--- src/rtl/sysahb_pkg.sv ---
// sysahb_pkg: shared AHB-Lite encodings, default system map and decode helper
package sysahb_pkg;
    localparam logic [1:0] HTRANS_IDLE   = 2'b00;
    localparam logic [1:0] HTRANS_BUSY   = 2'b01;
    localparam logic [1:0] HTRANS_NONSEQ = 2'b10;
    localparam logic [1:0] HTRANS_SEQ    = 2'b11;
    localparam logic RESP_OKAY  = 1'b0;
    localparam logic RESP_ERROR = 1'b1;
    localparam logic [31:0] BRAM_BASE = 32'h2000_0000;
    localparam logic [31:0] BRAM_MASK = 32'hFF80_0000;
    localparam logic [31:0] APB_BASE  = 32'h4000_0000;
    localparam logic [31:0] APB_MASK  = 32'hF000_0000;
    typedef enum logic [1:0] {ERR_IDLE, ERR_FIRST, ERR_SECOND} err_state_e;
    function automatic logic region_hit(logic [31:0] addr, logic [31:0] base, logic [31:0] mask);
        return (addr & mask) == base;
    endfunction
endpackage

--- src/rtl/sysahb_slave_fabric_if.sv ---
// sysahb_slave_fabric_if: master-side AHB bus plus per-slave select/response bundle
interface sysahb_slave_fabric_if #(parameter int NUM_SLAVES = 4, parameter int DATA_W = 32);
    logic [31:0]                  sysahb_haddr;
    logic [1:0]                   sysahb_htrans;
    logic                         sysahb_hready;
    logic                         sysahb_hresp;
    logic [DATA_W-1:0]            sysahb_hrdata;
    logic [NUM_SLAVES-1:0]        hsel_s;
    logic [NUM_SLAVES-1:0]        hreadyout_s;
    logic [NUM_SLAVES-1:0]        hresp_s;
    logic [NUM_SLAVES*DATA_W-1:0] hrdata_s;
    logic                         fault_clr;
    logic [NUM_SLAVES-1:0]        fault_mask;
    logic                         timeout_irq;
    modport slave (
        input  sysahb_haddr, sysahb_htrans, hreadyout_s, hresp_s, hrdata_s, fault_clr,
        output sysahb_hready, sysahb_hresp, sysahb_hrdata, hsel_s, fault_mask, timeout_irq
    );
    modport master (
        output sysahb_haddr, sysahb_htrans, hreadyout_s, hresp_s, hrdata_s, fault_clr,
        input  sysahb_hready, sysahb_hresp, sysahb_hrdata, hsel_s, fault_mask, timeout_irq
    );
endinterface

--- src/rtl/sysahb_err_resp.sv ---
// sysahb_err_resp: two-cycle AHB ERROR response sequencer
module sysahb_err_resp
    import sysahb_pkg::*;
(
    input  logic clk,
    input  logic rst,
    input  logic start,
    output logic hready,
    output logic hresp
);
    err_state_e state_q, state_d;

    always_ff @(posedge clk) begin
        state_q <= rst ? ERR_IDLE : state_d;
    end

    always_comb begin
        state_d = start ? ERR_FIRST : (state_q == ERR_FIRST ? ERR_SECOND : ERR_IDLE);
        hready  = state_q != ERR_FIRST;
        hresp   = state_q != ERR_IDLE ? RESP_ERROR : RESP_OKAY;
    end
endmodule

--- src/rtl/sysahb_slave_fabric.sv ---
// sysahb_slave_fabric: AHB-Lite decoder, response mux, default slave and stall watchdog
module sysahb_slave_fabric
    import sysahb_pkg::*;
#(
    parameter int                          NUM_SLAVES     = 4,
    parameter int                          DATA_W         = 32,
    parameter logic [NUM_SLAVES*32-1:0]    REGION_BASE    = '0,
    parameter logic [NUM_SLAVES*32-1:0]    REGION_MASK    = '0,
    parameter int                          TIMEOUT_CYCLES = 256
) (
    input logic                  sys_clk,
    input logic                  sys_reset,
    sysahb_slave_fabric_if.slave bus
);
    localparam int CW = TIMEOUT_CYCLES > 0 ? $clog2(TIMEOUT_CYCLES + 1) : 1;
    localparam logic [CW-1:0] CNT_LAST = CW'(TIMEOUT_CYCLES > 0 ? TIMEOUT_CYCLES - 1 : 0);

    logic [NUM_SLAVES-1:0] hsel, dsel, fault_mask;
    logic                  dsel_def, taken, active, hready;
    logic                  sel_ready, sel_resp, err_ready, err_resp;
    logic                  stall, timeout, err_start, irq;
    logic [DATA_W-1:0]     sel_rdata;
    logic [CW-1:0]         cnt;

    // first matching region owns the address; a masked owner falls through to the default slave
    always_comb begin
        hsel  = '0;
        taken = 1'b0;
        for (int i = 0; i < NUM_SLAVES; i++) begin
            if (!taken && region_hit(bus.sysahb_haddr, REGION_BASE[i*32 +: 32], REGION_MASK[i*32 +: 32])) begin
                hsel[i] = ~fault_mask[i];
                taken   = 1'b1;
            end
        end
    end

    always_comb begin
        sel_ready = 1'b1;
        sel_resp  = RESP_OKAY;
        sel_rdata = '0;
        for (int i = 0; i < NUM_SLAVES; i++) begin
            if (dsel[i]) begin
                sel_ready = bus.hreadyout_s[i];
                sel_resp  = bus.hresp_s[i];
                sel_rdata = bus.hrdata_s[i*DATA_W +: DATA_W];
            end
        end
    end

    assign active    = bus.sysahb_htrans == HTRANS_NONSEQ || bus.sysahb_htrans == HTRANS_SEQ;
    assign hready    = dsel_def ? err_ready : sel_ready;
    assign stall     = TIMEOUT_CYCLES != 0 && |dsel && !sel_ready;
    assign timeout   = stall && cnt == CNT_LAST;
    assign err_start = timeout || (hready && active && !(|hsel));

    sysahb_err_resp u_err (
        .clk    (sys_clk),
        .rst    (sys_reset),
        .start  (err_start),
        .hready (err_ready),
        .hresp  (err_resp)
    );

    always_ff @(posedge sys_clk) begin
        if (sys_reset) begin
            dsel       <= '0;
            dsel_def   <= 1'b0;
            cnt        <= '0;
            fault_mask <= '0;
            irq        <= 1'b0;
        end else begin
            fault_mask <= (bus.fault_clr ? '0 : fault_mask) | (timeout ? dsel : '0);
            irq        <= timeout;
            cnt        <= stall && !timeout ? cnt + CW'(1) : '0;
            if (timeout) begin
                dsel     <= '0;
                dsel_def <= 1'b1;
            end else if (hready) begin
                dsel     <= hsel;
                dsel_def <= active && !(|hsel);
            end
        end
    end

    assign bus.sysahb_hready = hready;
    assign bus.sysahb_hresp  = dsel_def ? err_resp : sel_resp;
    assign bus.sysahb_hrdata = dsel_def ? '0 : sel_rdata;
    assign bus.hsel_s        = hsel;
    assign bus.fault_mask    = fault_mask;
    assign bus.timeout_irq   = irq;
endmodule
--- src/flat_wrapper.sv ---
// flat-port wrapper written by rule: the top's interface ports become plain ports
module sysahb_slave_fabric_flat import sysahb_pkg::*;
#(
    parameter int                          NUM_SLAVES     = 4,
    parameter int                          DATA_W         = 32,
    parameter logic [NUM_SLAVES*32-1:0]    REGION_BASE    = '0,
    parameter logic [NUM_SLAVES*32-1:0]    REGION_MASK    = '0,
    parameter int                          TIMEOUT_CYCLES = 256
)
  (sys_clk, sys_reset, bus_sysahb_haddr, bus_sysahb_htrans, bus_hreadyout_s, bus_hresp_s, bus_hrdata_s, bus_fault_clr, bus_sysahb_hready, bus_sysahb_hresp, bus_sysahb_hrdata, bus_hsel_s, bus_fault_mask, bus_timeout_irq);
  sysahb_slave_fabric_if #(.NUM_SLAVES(NUM_SLAVES), .DATA_W(DATA_W)) bus_i ();
  input logic sys_clk;
  input logic sys_reset;
  input wire logic [$bits(bus_i.sysahb_haddr)-1:0] bus_sysahb_haddr;
  input wire logic [$bits(bus_i.sysahb_htrans)-1:0] bus_sysahb_htrans;
  input wire logic [$bits(bus_i.hreadyout_s)-1:0] bus_hreadyout_s;
  input wire logic [$bits(bus_i.hresp_s)-1:0] bus_hresp_s;
  input wire logic [$bits(bus_i.hrdata_s)-1:0] bus_hrdata_s;
  input wire logic [$bits(bus_i.fault_clr)-1:0] bus_fault_clr;
  output wire logic [$bits(bus_i.sysahb_hready)-1:0] bus_sysahb_hready;
  output wire logic [$bits(bus_i.sysahb_hresp)-1:0] bus_sysahb_hresp;
  output wire logic [$bits(bus_i.sysahb_hrdata)-1:0] bus_sysahb_hrdata;
  output wire logic [$bits(bus_i.hsel_s)-1:0] bus_hsel_s;
  output wire logic [$bits(bus_i.fault_mask)-1:0] bus_fault_mask;
  output wire logic [$bits(bus_i.timeout_irq)-1:0] bus_timeout_irq;
  assign bus_i.sysahb_haddr = bus_sysahb_haddr;
  assign bus_i.sysahb_htrans = bus_sysahb_htrans;
  assign bus_i.hreadyout_s = bus_hreadyout_s;
  assign bus_i.hresp_s = bus_hresp_s;
  assign bus_i.hrdata_s = bus_hrdata_s;
  assign bus_i.fault_clr = bus_fault_clr;
  assign bus_sysahb_hready = bus_i.sysahb_hready;
  assign bus_sysahb_hresp = bus_i.sysahb_hresp;
  assign bus_sysahb_hrdata = bus_i.sysahb_hrdata;
  assign bus_hsel_s = bus_i.hsel_s;
  assign bus_fault_mask = bus_i.fault_mask;
  assign bus_timeout_irq = bus_i.timeout_irq;
  sysahb_slave_fabric #(.NUM_SLAVES(NUM_SLAVES), .DATA_W(DATA_W), .REGION_BASE(REGION_BASE), .REGION_MASK(REGION_MASK), .TIMEOUT_CYCLES(TIMEOUT_CYCLES)) u_core (.sys_clk(sys_clk), .sys_reset(sys_reset), .bus(bus_i));
endmodule
--- config.mk ---
export PLATFORM = sky130hd
export DESIGN_NAME = sysahb_slave_fabric_flat
export DESIGN_NICKNAME = d
export VERILOG_FILES = /design/src/rtl/sysahb_pkg.sv /design/src/rtl/sysahb_slave_fabric_if.sv /design/src/rtl/sysahb_err_resp.sv /design/src/rtl/sysahb_slave_fabric.sv /design/src/flat_wrapper.sv
export SDC_FILE = /design/constraint.sdc
export NUM_CORES = 1
export LEC_CHECK = 0
export BUFFER_PORTS_ARGS = -buffer_cell sky130_fd_sc_hd__buf_2
export CORE_AREA = 2 2 83 85
export DETAILED_ROUTE_END_ITERATION = 16
export DIE_AREA = 0 0 85 87
export PLACE_DENSITY = 0.63
export SYNTH_ARGS = -nofsm -noshare
export SYNTH_HDL_FRONTEND = slang
export SYNTH_SLANG_ARGS = --single-unit
--- constraint.sdc ---
create_clock -name sys_clk -period 3.6 [get_ports sys_clk]
set_clock_uncertainty 0.1 [all_clocks]
set_input_delay 0.18 -clock sys_clk [delete_from_list [all_inputs] [get_ports sys_clk]]
set_output_delay 0.18 -clock sys_clk [all_outputs]
set_load 0.03 [all_outputs]
* Yosys cells after proc, flatten, opt, wreduce, memory -nomap -nowiden
Index checks and enable logic that the tools add are counted.
** Cells by class
- $add $sub $neg :: 1
- Multiply operators :: 0
- Divide/modulo/power cells :: 0
- $lt $le $gt $ge :: 0
- Equal/unequal tests :: 5
- Shift-type cells :: 0
- Mux-type cells :: 13
- Bitwise logic cells :: 3
- Reductions and logical operators :: 15
** Operator list (count)
- $mux 32 :: 2
- $add 9x1->9 const B :: 1
- $eq 9x8->1 const B :: 1
- $mux 1 :: 9
- $logic_and 1x1->1 :: 6
- $reduce_or 2->1 :: 3
- $eq 2x2->1 const B :: 2
- $mux 4 :: 1
- $or 4x4->4 :: 1
- $reduce_bool 2->1 :: 2
- $eq 2x1->1 const B :: 1
- $logic_not 1->1 :: 2
- $logic_or 1x1->1 :: 2
- $mux 2 :: 1
- $ne 2x1->1 const B :: 1
- $not 1->1 :: 2
** Storage, ports and cells
- Flip-flop bits (word level) :: 18
- Latch bits :: 0
- RAM bits :: 0
- Memory bits (read-only) :: 0
- Input bits :: 173
- Output and inout port bits :: 43
- Logic and storage cells :: 44
- Memories :: 0

* Depth between registers and ports, before layout
- Word-level depth :: 8
- Depth in mapped cells :: 7
- Gate-level depth less buffers :: 7

* Modules after synthesis
From an unflattened synthesis, not the netlist that was laid out.
** Unflattened totals
- Cell total of the unflattened synthesis :: 112
- Area, all modules :: 904.6 µm²
** By module, submodules not included
- sysahb_slave_fabric :: instances 1, cells each 106, area each 830.8 µm², sequential area each 260.2 µm²
- sysahb_err_resp :: instances 1, cells each 6, area each 73.8 µm², sequential area each 40.0 µm²

* Least setup slack after synthesis
Ideal clock, no wire load.
- Kind :: reg2reg
- Start :: register u_core.cnt[0]
- End :: register u_core.cnt[5]
- Library setup time :: 0.070 ns
- Data arrival time :: 1.556 ns
- Required time :: 3.430 ns
- Path slack :: 1.874 ns
- Cell stages (with the launch flop) :: 8
- Path buffers :: 1
- Period minus slack after synthesis :: 1.726 ns
- Cells stage by stage :: dfxtp_1 ha_1 nand3_1 nor2_1 ha_1 or4_4 buf_6 a21oi_1
** On the way
- Cells in the longest elaborated chain, start to end :: 6
- Elaborated cells on any way between the ends :: 7
- Classes of those cells :: add/sub (1); eq/ne (1); bitwise (1); reduce/logical (4)
** RTL lines
- start: declaration :: RTL line sysahb_slave_fabric.sv:23 : logic [CW-1:0] cnt;
- start signal: assignment :: RTL line sysahb_slave_fabric.sv:74 : cnt <= stall && !timeout ? cnt + CW'(1) : '0;
- branches (longest 6 deep; another with $add 9x1->9)
Several ways; the timed one is not identified.
A chain may end at the register's enable or synchronous reset.

* Final worst setup path
Same ends and word-level chain as after synthesis.

==> summary.md <==
| Metric | Value |
|---|---|
| Status | `completed` |
| Crit end category | `register` |
| Startpoint types | `register` |
| Pre-CTS WS | `1.781 ns` |
| Layout area overhead | `52.29%` |
| Gpl congestion | `0.7765` |
| Sequential Power Share | `0.405` |
| Comb pwr share | `0.271` |
| Vias in the first global route | `a little under 1000` |
| DR iter-0 viols | `35` |
| Clk sinks | `15` |
| Total negative slack | `0 ns` |
| Post-Place Cell Area | `around 1300 um2` |
| Total GRT Usage | `0.07103` |
| Routed wire per std cell | `approximately 9.4 um` |
| Lkg Pwr | `0.6613 nW` |
| Initial Utilization | `0.1370` |
| Crit path DAT | `roughly 1.9 ns` |
| Setup Viol. Count Final | `0` |
| Overall via count from detail_route | `between 1000 and 1500` |
| Core footprint | `between 6000 and 7000 um2` |
| Mapped Area | `899.6 um2` |
| Die ar. | `7395 um2` |
| Hold Path Class | `in2reg` |
| Initial antenna violation count | `0` |
| Hold_buf cts | `0` |
| Ant diodes | `0` |
| Largest net degree at the start of global routing | `33` |
| Final Hold Fails | `0` |
| Die X-Extent | `roughly 85 um` |
| Num ports | `216` |
| Nets | `around 370` |
| Max Cap Violations | `0` |
| Share of layout cells above drive strength 1 | `0.4286` |
| CTS Buf Count | `3` |
| Commonest non-fill, non-tap cell in the layout | `buf_2` |
| DRT Wirelength | `around 2500 um` |
| CTS resizes | `0` |
| VDD IR max | `123.9 uV` |
| CP max FO | `9` |
| Syn_area_per_cell | `between 7 and 8 um2` |
| DRC Markers | `0` |
| Global route overflow | `0` |
| Ratio of final minimum period to clock period | `0.5063` |
| Switching part of the total power | `0.3158` |
| Fillers | `715` |
| Final worst slack | `approximately 1.8 ns` |
| Pins Over Slew Limit | `0` |
| Clk_lat worst skew | `0.25 ns` |
| Setup bufs post-CTS | `0` |
| Register area share after synthesis | `0.3338` |
| Design Area, Final | `1370 um2` |
| Detailed placement HPWL | `around 2100 um` |
| Distinct cells, synth | `28` |
| Most frequent cells in the layout | `buf_2 (74), and2_1 (33), dfxtp_1 (15)` |
| First-pass GRT wire length | `~4100 um` |
| Critical path type | `reg2reg` |
| Final Core Density | `0.2086` |
| Power density cells | `between 300 and 400 nW/um2` |
| Pint | `285.1 uW` |
| Post-route ant nets | `0` |
| Initial DRT Pass Iterations | `3` |
| Port Buf Inserts | `74` |
| Clock Tree Buf Depth | `2` |
| Switching power | `~130 uW` |
| WP data required | `3.68 ns` |
| YS warnings | `0` |
| Synth Register Bits | `15` |
| DIE HEIGHT | `slightly below 90 um` |
| Clk slew on worst S/H paths | `around 0.060 ns` |
| Mapped Cells | `around 120` |
| # rows | `30` |
| Clk pwr share | `0.325` |
| H-tree levels | `1` |
| Dpl cells | `265` |
| Final non-filler cell total | `about 270` |
| Highest clock rate | `~550 MHz` |
| Clock Tree Root | `clkbuf_8` |
| DR vias/cell | `between 3 and 4` |
| CTS tree | `done` |
| RSZ-0062 raised after global routing | `no` |
| Tmin final | `1.823 ns` |
-- cells in the mapped netlist (all sizes together) --
cell	n	area (um2)
buf	7	56.30
dfxtp	15	300.3
or4	1	11.26
and3	2	13.77
nand3b	1	7.510
a21oi	9	45.04
xnor2	1	8.760
a211o	1	8.760
and2	33	206.5
or3	3	18.77
nor3b	1	7.510
nand2	2	7.510
inv	5	18.76
nand2b	1	6.260
a31oi	1	6.260
clkbuf	4	15.01
xor2	2	17.52
nand4	1	6.260
nor2b	2	12.51
conb	1	3.750
ha	2	25.02
nor2	10	37.54
nand3	5	25.02
o31a	1	8.760
o21ai	5	25.02
-- kinds of logic after synthesis --
kind of cell	count (synthesis)	synth area share
flip-flops	15	0.3338
other	1	0.004168
buffers and inverters	16	0.1001
adder cells (fa/ha/maj)	2	0.02781
AO/OA/AOI/OAI	17	0.1043
XOR/XNOR	3	0.02921
AND/OR/NAND/NOR	62	0.4006
-- power by group through the flow --
stage                     Clock (mW)  Combinational (mW)  Sequential [mW]
after CTS                      0.140               0.114            0.169
after global routing           0.145               0.121            0.169
final                          0.135               0.113            0.169
after floorplan                    0              0.0775            0.172
after global placement             0               0.113            0.172
after detailed placement           0               0.114            0.172
-- stage by stage --
step                total power [mW]  hold WS [ns]
floorplan                     0.2495        0.1491
detailed placement            0.2859        0.3280
CTS                           0.4221       0.06176
global route                  0.4351       0.08891
finish                        0.4167       0.07317
global placement              0.2851        0.3248
-- cell type report --
| cell class | count | area (um2) | area share |
|---|---|---|---|
| Multi-Input combinational cell | 90 | 528.0 | 0.3854 |
| Timing Repair Buffer | 75 | 377.9 | 0.2758 |
| Sequential cell | 15 | 300.3 | 0.2192 |
| Tap cell | 80 | 100.1 | 0.07306 |
| Clock buffer | 4 | 45.04 | 0.03288 |
| Inverter | 5 | 18.77 | 0.01370 |
-- worst max-delay path: stages (launching register included) --
cell and delay [ns]:
dfxtp_1 0.35, ha_1 0.26, nand3_1 0.08, nor2_1 0.05, ha_1 0.21, or4_4 0.56, a21oi_1 0.15
-- layer usage --
| layer | vias up | global-route usage | wire length [um] |
|---|---|---|---|
| met1 | 426 | 0.07066 | 973 |
| met5 | - | 0 | 0 |
| met2 | 70 | 0.1335 | 1195 |
| met4 | 0 | 0.01732 | 18 |
| li1 | 508 | - | - |
| met3 | 4 | 0.03318 | 337 |
-- worst paths after layout --
kind                                               start                                 end  slack (ns)  cells past startpoint
worst max-delay path            u_core.cnt[0]$_SDFF_PP0_            u_core.cnt[5]$_SDFF_PP0_        1.78                      6
worst min-delay path                           sys_reset  u_core.u_err.state_q[0]$_SDFF_PP0_        0.07                      2
worst max register to register  u_core.cnt[0]$_SDFF_PP0_            u_core.cnt[5]$_SDFF_PP0_        1.78                      6
worst min register to register  u_core.cnt[0]$_SDFF_PP0_            u_core.cnt[0]$_SDFF_PP0_        0.38                      1
-- state kept, by name, summed over array words and instances, names as in the netlist --
name / count
u_core.cnt: 9
u_core.u_err.state_q: 2
u_core.bus.fault_mask: 1
u_core.bus.timeout_irq: 1
u_core.dsel: 1
u_core.dsel_def: 1
Power figures use the tool's default switching activity.
